===== src/rtl/cplx_mac_pipe.sv =====
// Pipelined fixed-point complex multiplier / multiply-accumulator with valid/ready
// stream ports. Stages: operand capture, products, combine, accumulate+round/saturate.
module cplx_mac_pipe #(
    parameter int WIDTH = 32,
    parameter int FRAC  = 15,
    parameter int GUARD = 8
) (
    input  logic             clock,
    input  logic             rst_n,
    input  logic             in_valid,
    output logic             in_ready,
    input  logic [WIDTH-1:0] in1,
    input  logic [WIDTH-1:0] in2,
    input  logic [1:0]       mode,
    input  logic             last,
    output logic             out_valid,
    input  logic             out_ready,
    output logic [WIDTH-1:0] op,
    output logic             sat
);
    localparam int H  = WIDTH / 2;
    localparam int PW = 2 * H;
    localparam int SW = 2 * H + 1;
    localparam int AW = 2 * H + 1 + GUARD;

    localparam logic signed [AW:0] HALF_LSB = {{AW{1'b0}}, 1'b1} << (FRAC - 1);
    localparam logic signed [AW:0] MAX_V    = {{(AW - H + 2){1'b0}}, {(H - 1){1'b1}}};
    localparam logic signed [AW:0] MIN_V    = {{(AW - H + 2){1'b1}}, {(H - 1){1'b0}}};

    // Round half toward +inf, drop FRAC bits, clamp to H bits; MSB of result is the sat flag.
    function automatic logic [H:0] round_sat(input logic signed [AW-1:0] v);
        logic signed [AW:0] rnd;
        logic signed [AW:0] sh;
        rnd = {v[AW-1], v} + HALF_LSB;
        sh  = rnd >>> FRAC;
        if (sh > MAX_V) begin
            return {1'b1, MAX_V[H-1:0]};
        end else if (sh < MIN_V) begin
            return {1'b1, MIN_V[H-1:0]};
        end else begin
            return {1'b0, sh[H-1:0]};
        end
    endfunction

    logic                 en_s;
    logic                 s1_v_r, s1_last_r;
    logic [1:0]           s1_mode_r;
    logic signed [H-1:0]  s1_ar_r, s1_ai_r, s1_br_r, s1_bi_r;
    logic                 s2_v_r, s2_last_r;
    logic [1:0]           s2_mode_r;
    logic signed [PW-1:0] s2_rr_r, s2_ii_r, s2_ri_r, s2_ir_r;
    logic                 s3_v_r, s3_last_r, s3_acc_r;
    logic signed [SW-1:0] s3_re_r, s3_im_r;
    logic signed [AW-1:0] acc_re_r, acc_im_r;
    logic signed [AW-1:0] sum_re_s, sum_im_s, res_re_s, res_im_s;
    logic                 emit_s;
    logic [H:0]           rs_re_s, rs_im_s;

    // A stalled output freezes the whole pipe, accumulator included.
    assign en_s     = !out_valid || out_ready;
    assign in_ready = en_s;

    // Stage 1: operand capture.
    always_ff @(posedge clock or negedge rst_n) begin
        if (!rst_n) begin
            s1_v_r    <= 1'b0;
            s1_last_r <= 1'b0;
            s1_mode_r <= 2'b00;
            s1_ar_r   <= '0;
            s1_ai_r   <= '0;
            s1_br_r   <= '0;
            s1_bi_r   <= '0;
        end else if (en_s) begin
            s1_v_r    <= in_valid;
            s1_last_r <= last;
            s1_mode_r <= mode;
            s1_ar_r   <= in1[WIDTH-1:H];
            s1_ai_r   <= in1[H-1:0];
            s1_br_r   <= in2[WIDTH-1:H];
            s1_bi_r   <= in2[H-1:0];
        end
    end

    // Stage 2: four full-precision signed products.
    always_ff @(posedge clock or negedge rst_n) begin
        if (!rst_n) begin
            s2_v_r    <= 1'b0;
            s2_last_r <= 1'b0;
            s2_mode_r <= 2'b00;
            s2_rr_r   <= '0;
            s2_ii_r   <= '0;
            s2_ri_r   <= '0;
            s2_ir_r   <= '0;
        end else if (en_s) begin
            s2_v_r    <= s1_v_r;
            s2_last_r <= s1_last_r;
            s2_mode_r <= s1_mode_r;
            s2_rr_r   <= PW'(s1_ar_r) * PW'(s1_br_r);
            s2_ii_r   <= PW'(s1_ai_r) * PW'(s1_bi_r);
            s2_ri_r   <= PW'(s1_ar_r) * PW'(s1_bi_r);
            s2_ir_r   <= PW'(s1_ai_r) * PW'(s1_br_r);
        end
    end

    // Stage 3: combine products; mode bit 0 selects conj(B).
    always_ff @(posedge clock or negedge rst_n) begin
        if (!rst_n) begin
            s3_v_r    <= 1'b0;
            s3_last_r <= 1'b0;
            s3_acc_r  <= 1'b0;
            s3_re_r   <= '0;
            s3_im_r   <= '0;
        end else if (en_s) begin
            s3_v_r    <= s2_v_r;
            s3_last_r <= s2_last_r;
            s3_acc_r  <= s2_mode_r[1];
            if (s2_mode_r[0]) begin
                s3_re_r <= SW'(s2_rr_r) + SW'(s2_ii_r);
                s3_im_r <= SW'(s2_ir_r) - SW'(s2_ri_r);
            end else begin
                s3_re_r <= SW'(s2_rr_r) - SW'(s2_ii_r);
                s3_im_r <= SW'(s2_ri_r) + SW'(s2_ir_r);
            end
        end
    end

    // Result selection (pass-through or accumulated) and output scaling.
    always_comb begin
        sum_re_s = acc_re_r + AW'(s3_re_r);
        sum_im_s = acc_im_r + AW'(s3_im_r);
        res_re_s = AW'(s3_re_r);
        res_im_s = AW'(s3_im_r);
        if (s3_acc_r) begin
            res_re_s = sum_re_s;
            res_im_s = sum_im_s;
        end else begin
            res_re_s = AW'(s3_re_r);
            res_im_s = AW'(s3_im_r);
        end
        emit_s  = s3_v_r && (!s3_acc_r || s3_last_r);
        rs_re_s = round_sat(res_re_s);
        rs_im_s = round_sat(res_im_s);
    end

    // Accumulator: grows on open accumulate beats, clears when the closing beat emits.
    always_ff @(posedge clock or negedge rst_n) begin
        if (!rst_n) begin
            acc_re_r <= '0;
            acc_im_r <= '0;
        end else if (en_s && s3_v_r && s3_acc_r) begin
            if (s3_last_r) begin
                acc_re_r <= '0;
                acc_im_r <= '0;
            end else begin
                acc_re_r <= sum_re_s;
                acc_im_r <= sum_im_s;
            end
        end
    end

    // Output register.
    always_ff @(posedge clock or negedge rst_n) begin
        if (!rst_n) begin
            out_valid <= 1'b0;
            op        <= '0;
            sat       <= 1'b0;
        end else if (en_s) begin
            out_valid <= emit_s;
            op        <= {rs_re_s[H-1:0], rs_im_s[H-1:0]};
            sat       <= rs_re_s[H] | rs_im_s[H];
        end
    end
endmodule

===== config.mk =====
export PLATFORM = sky130hd
export DESIGN_NAME = cplx_mac_pipe
export DESIGN_NICKNAME = d
export VERILOG_FILES = /design/src/rtl/cplx_mac_pipe.sv
export SDC_FILE = /design/constraint.sdc
export NUM_CORES = 2
export LEC_CHECK = 0
export CAP_MARGIN = 5
export CORE_ASPECT_RATIO = 0.75
export CORE_MARGIN = 3
export CORE_UTILIZATION = 35
export CTS_BUF_LIST = sky130_fd_sc_hd__clkbuf_8
export DETAILED_ROUTE_END_ITERATION = 10
export SLEW_MARGIN = 20
export SYNTH_ARGS = -nofsm -noshare
export SYNTH_HDL_FRONTEND = slang
export SYNTH_SLANG_ARGS = --single-unit

===== constraint.sdc =====
create_clock -name clock -period 8.2 [get_ports clock]
set_input_delay 1.23 -clock clock [delete_from_list [all_inputs] [get_ports clock]]
set_output_delay 1.23 -clock clock [all_outputs]
set_load 0.02 [all_outputs]

==> results.json <==
{
  "status": "finished, final reports clean",
  "wire_per_inst_um": 18.4,
  "final_hold_viol_count": 0,
  "nNetsFinal": 8947,
  "drtIter0Drc": 3452,
  "path_buf_inv": 5,
  "worst_pin_slew_ps": 1130,
  "cp_max_fo": 18,
  "relSlewSlack": 0.248,
  "syn_to_final_growth_pct": 8.76,
  "tritoncts": "built",
  "fin_setup_tns_ps": 0,
  "slew_violations": 0,
  "path_delay_family": "adder cells",
  "drc_errors": 0,
  "die_w_um": 500,
  "finalSetupViolCount": 0,
  "via_count": 49900,
  "crit_slowest_cell": "dfrtp_1",
  "fin_cells": 9810,
  "netlist_instances": 7388,
  "rsz0062_at_grt": "no",
  "cts_root_buffer": "clkbuf_8",
  "antenna_left": 0,
  "final.fill_count": 18300,
  "cpPeakStageDelay_ps": 850,
  "skew_ps": 53.4,
  "initial_core_util": 0.354,
  "dp.cells": 9666,
  "layout-drive-gt1-share": 0.0427,
  "critPathCaptureType": "flop",
  "post_cts_buffers": 0,
  "post-route-min-period_ps": 7710,
  "grt_overflow_total": 0,
  "fmax_mhz": 130,
  "hold_path.class": "in -> async",
  "synth.distinct_cells": 87,
  "numPortBuffers": 105,
  "die-area_um2": 188000,
  "required_ps": 8820,
  "clk_pin_slew_ps": 70,
  "synth.avg_cell_area_um2": 8.68,
  "drt_pass1_iterations": 6,
  "die_y_um": 377,
  "worst_setup_path_start_kind": "flop",
  "syn_area_um2": 64100,
  "drt_wl_total_um": 180000,
  "drv_cap": 0,
  "syn_nets": 8987,
  "yosysSeqAreaShare": 0.150,
  "worst_ep_arrival_time_ps": 8330,
  "grt_max_degree": 156,
  "yosys_register_bits": 385,
  "dp_hpwl_um": 144000,
  "final_core_util": 0.385,
  "finalCritPeriodShare": 0.941,
  "synth_edf_count": 0,
  "htreeDepth": 3,
  "async_flop_share": 1.00,
  "viasPerCell": 5.09,
  "rows": 135,
  "core_area_um2": 181000,
  "grt_antenna_before_repair": 10,
  "yosys_warnings": 0,
  "clk_latency_ps": 800,
  "clock_sinks": 385,
  "grt_pass1_wl_um": 289000,
  "crit_top_cell": "fa_1",
  "grt_pass1_vias": 50000,
  "path_class": "reg -> reg",
  "ys.flop_type": "dfrtp_1",
  "place.gp.congestion": 0.903,
  "cts_made_buffers": 77,
  "clk_path_buf_depth": 3,
  "pin_count": 106,
  "grtUsageTotal": 0.193
}
-- worst paths after layout --
kind / depth (start not counted) / slack [ps] / to / from
worst min register to register: 2 / 460 / op[31] / op[31]
min in group clock: 2 / 460 / op[31] / op[31]
worst max register to register: 25 / 490 / s2_ii_r[31] / s1_ai_r[5]
worst min-delay path: 1 / 390 / op[24] / rst_n
worst max-delay path: 25 / 490 / s2_ii_r[31] / s1_ai_r[5]
max in group asynchronous: 2 / 6360 / s2_ii_r[30] / rst_n
-- Yosys cell counts, types with 36 or more instances --
cell type,instances,share of area
clkbuf_1,323,0.019
ha_1,476,0.093
nand3_1,71,0.0055
and2_1,386,0.038
nand2b_1,85,0.0083
dfrtp_1,385,0.15
fa_1,1052,0.33
nor2_1,376,0.022
o21bai_1,37,0.0043
nor3_1,69,0.0054
a22o_1,38,0.0052
inv_1,1285,0.075
a21oi_1,375,0.029
xnor2_1,209,0.029
nand4_1,36,0.0035
nand2_1,1146,0.067
a21o_1,100,0.012
a31oi_1,39,0.0038
xor2_1,143,0.020
o21ai_0,238,0.019
and3_1,39,0.0038
-- routing by layer --
| layer | GRT usage | vias up | routed length, um |
|---|---|---|---|
| met4 | 0.0447 | 2 | 3870 |
| met3 | 0.0359 | 169 | 11900 |
| met1 | 0.288 | 25300 | 85300 |
| li1 | - | 23100 | - |
| met2 | 0.289 | 1308 | 79100 |
| met5 | 0 | - | 13 |
-- sequential cells by signal, indices dropped and copies added, names as in the netlist, 16 cells and up --
| name | cells |
|---|---|
| s3_re_r | 33 |
| acc_re_r | 41 |
| acc_im_r | 41 |
| s1_bi_r | 16 |
| s2_ir_r | 32 |
| op | 32 |
| s1_ar_r | 16 |
| s1_ai_r | 16 |
| s2_rr_r | 32 |
| s2_ri_r | 32 |
| s1_br_r | 16 |
| s3_im_r | 33 |
| s2_ii_r | 32 |
-- cell usage in the layout (no fill, tap or decap), types with 10 or more instances in the layout --
cell type	instances
clkinv_2	11
fa_1	1052
a31o_2	13
clkdlybuf4s50_1	104
buf_4	112
a21oi_1	375
a21boi_0	13
a31oi_1	39
mux2_2	10
inv_1	1295
nor2b_1	34
a211o_1	16
clkbuf_8	101
nand2b_1	85
o21bai_1	37
xnor2_1	209
ha_1	476
o21ai_0	238
dfrtp_1	379
mux2i_1	20
a211oi_1	33
nand4_1	36
a21o_1	100
o31ai_1	26
and2_1	386
nand2_1	1146
a22o_1	38
and3_1	39
nand3_1	70
nor3_1	69
xor2_1	143
or3_1	28
o211ai_1	21
o21a_1	33
nor4_1	24
or2_2	12
nor2_1	375
-- metrics by stage --
stage	cell area [um2]	hold slack, ps	setup slack, ps
2_1_floorplan	64100	439	1560
3_3_place_gp	67900	455	648
3_5_place_dp	67900	456	608
4_1_cts	69700	358	533
5_1_grt	69700	411	66.1
6_report	69700	392	487
-- what timing repair did --
item | in CTS | in global routing
hold buffers | 0 | 0
resized for setup | 0 | 2
endpoints found under the setup margin | 0 | 1
-- kinds of logic after synthesis --
family          Yosys count  synth area share
simple gates           2357             0.170
buf+inv                1630            0.0959
flops                   385             0.150
compound gates         1104             0.109
fa+ha+maj              1528             0.422
xor+xnor                354            0.0486
mux                      30           0.00488
-- area by class of cell --
cell class	instances	area [um2]	share of cell area
tap	2397	3000	0.0430
antenna	5	12.5	0.000179
clock inverter	38	412	0.00591
inverter	1285	4830	0.0693
clock buffer	101	1390	0.0199
multi-input combinational	5373	48300	0.694
timing repair buffer	226	2080	0.0298
sequential	385	9640	0.138
Power is not shown: default switching activity piles up to over one toggle a cycle in this logic, so the estimate is an artifact.
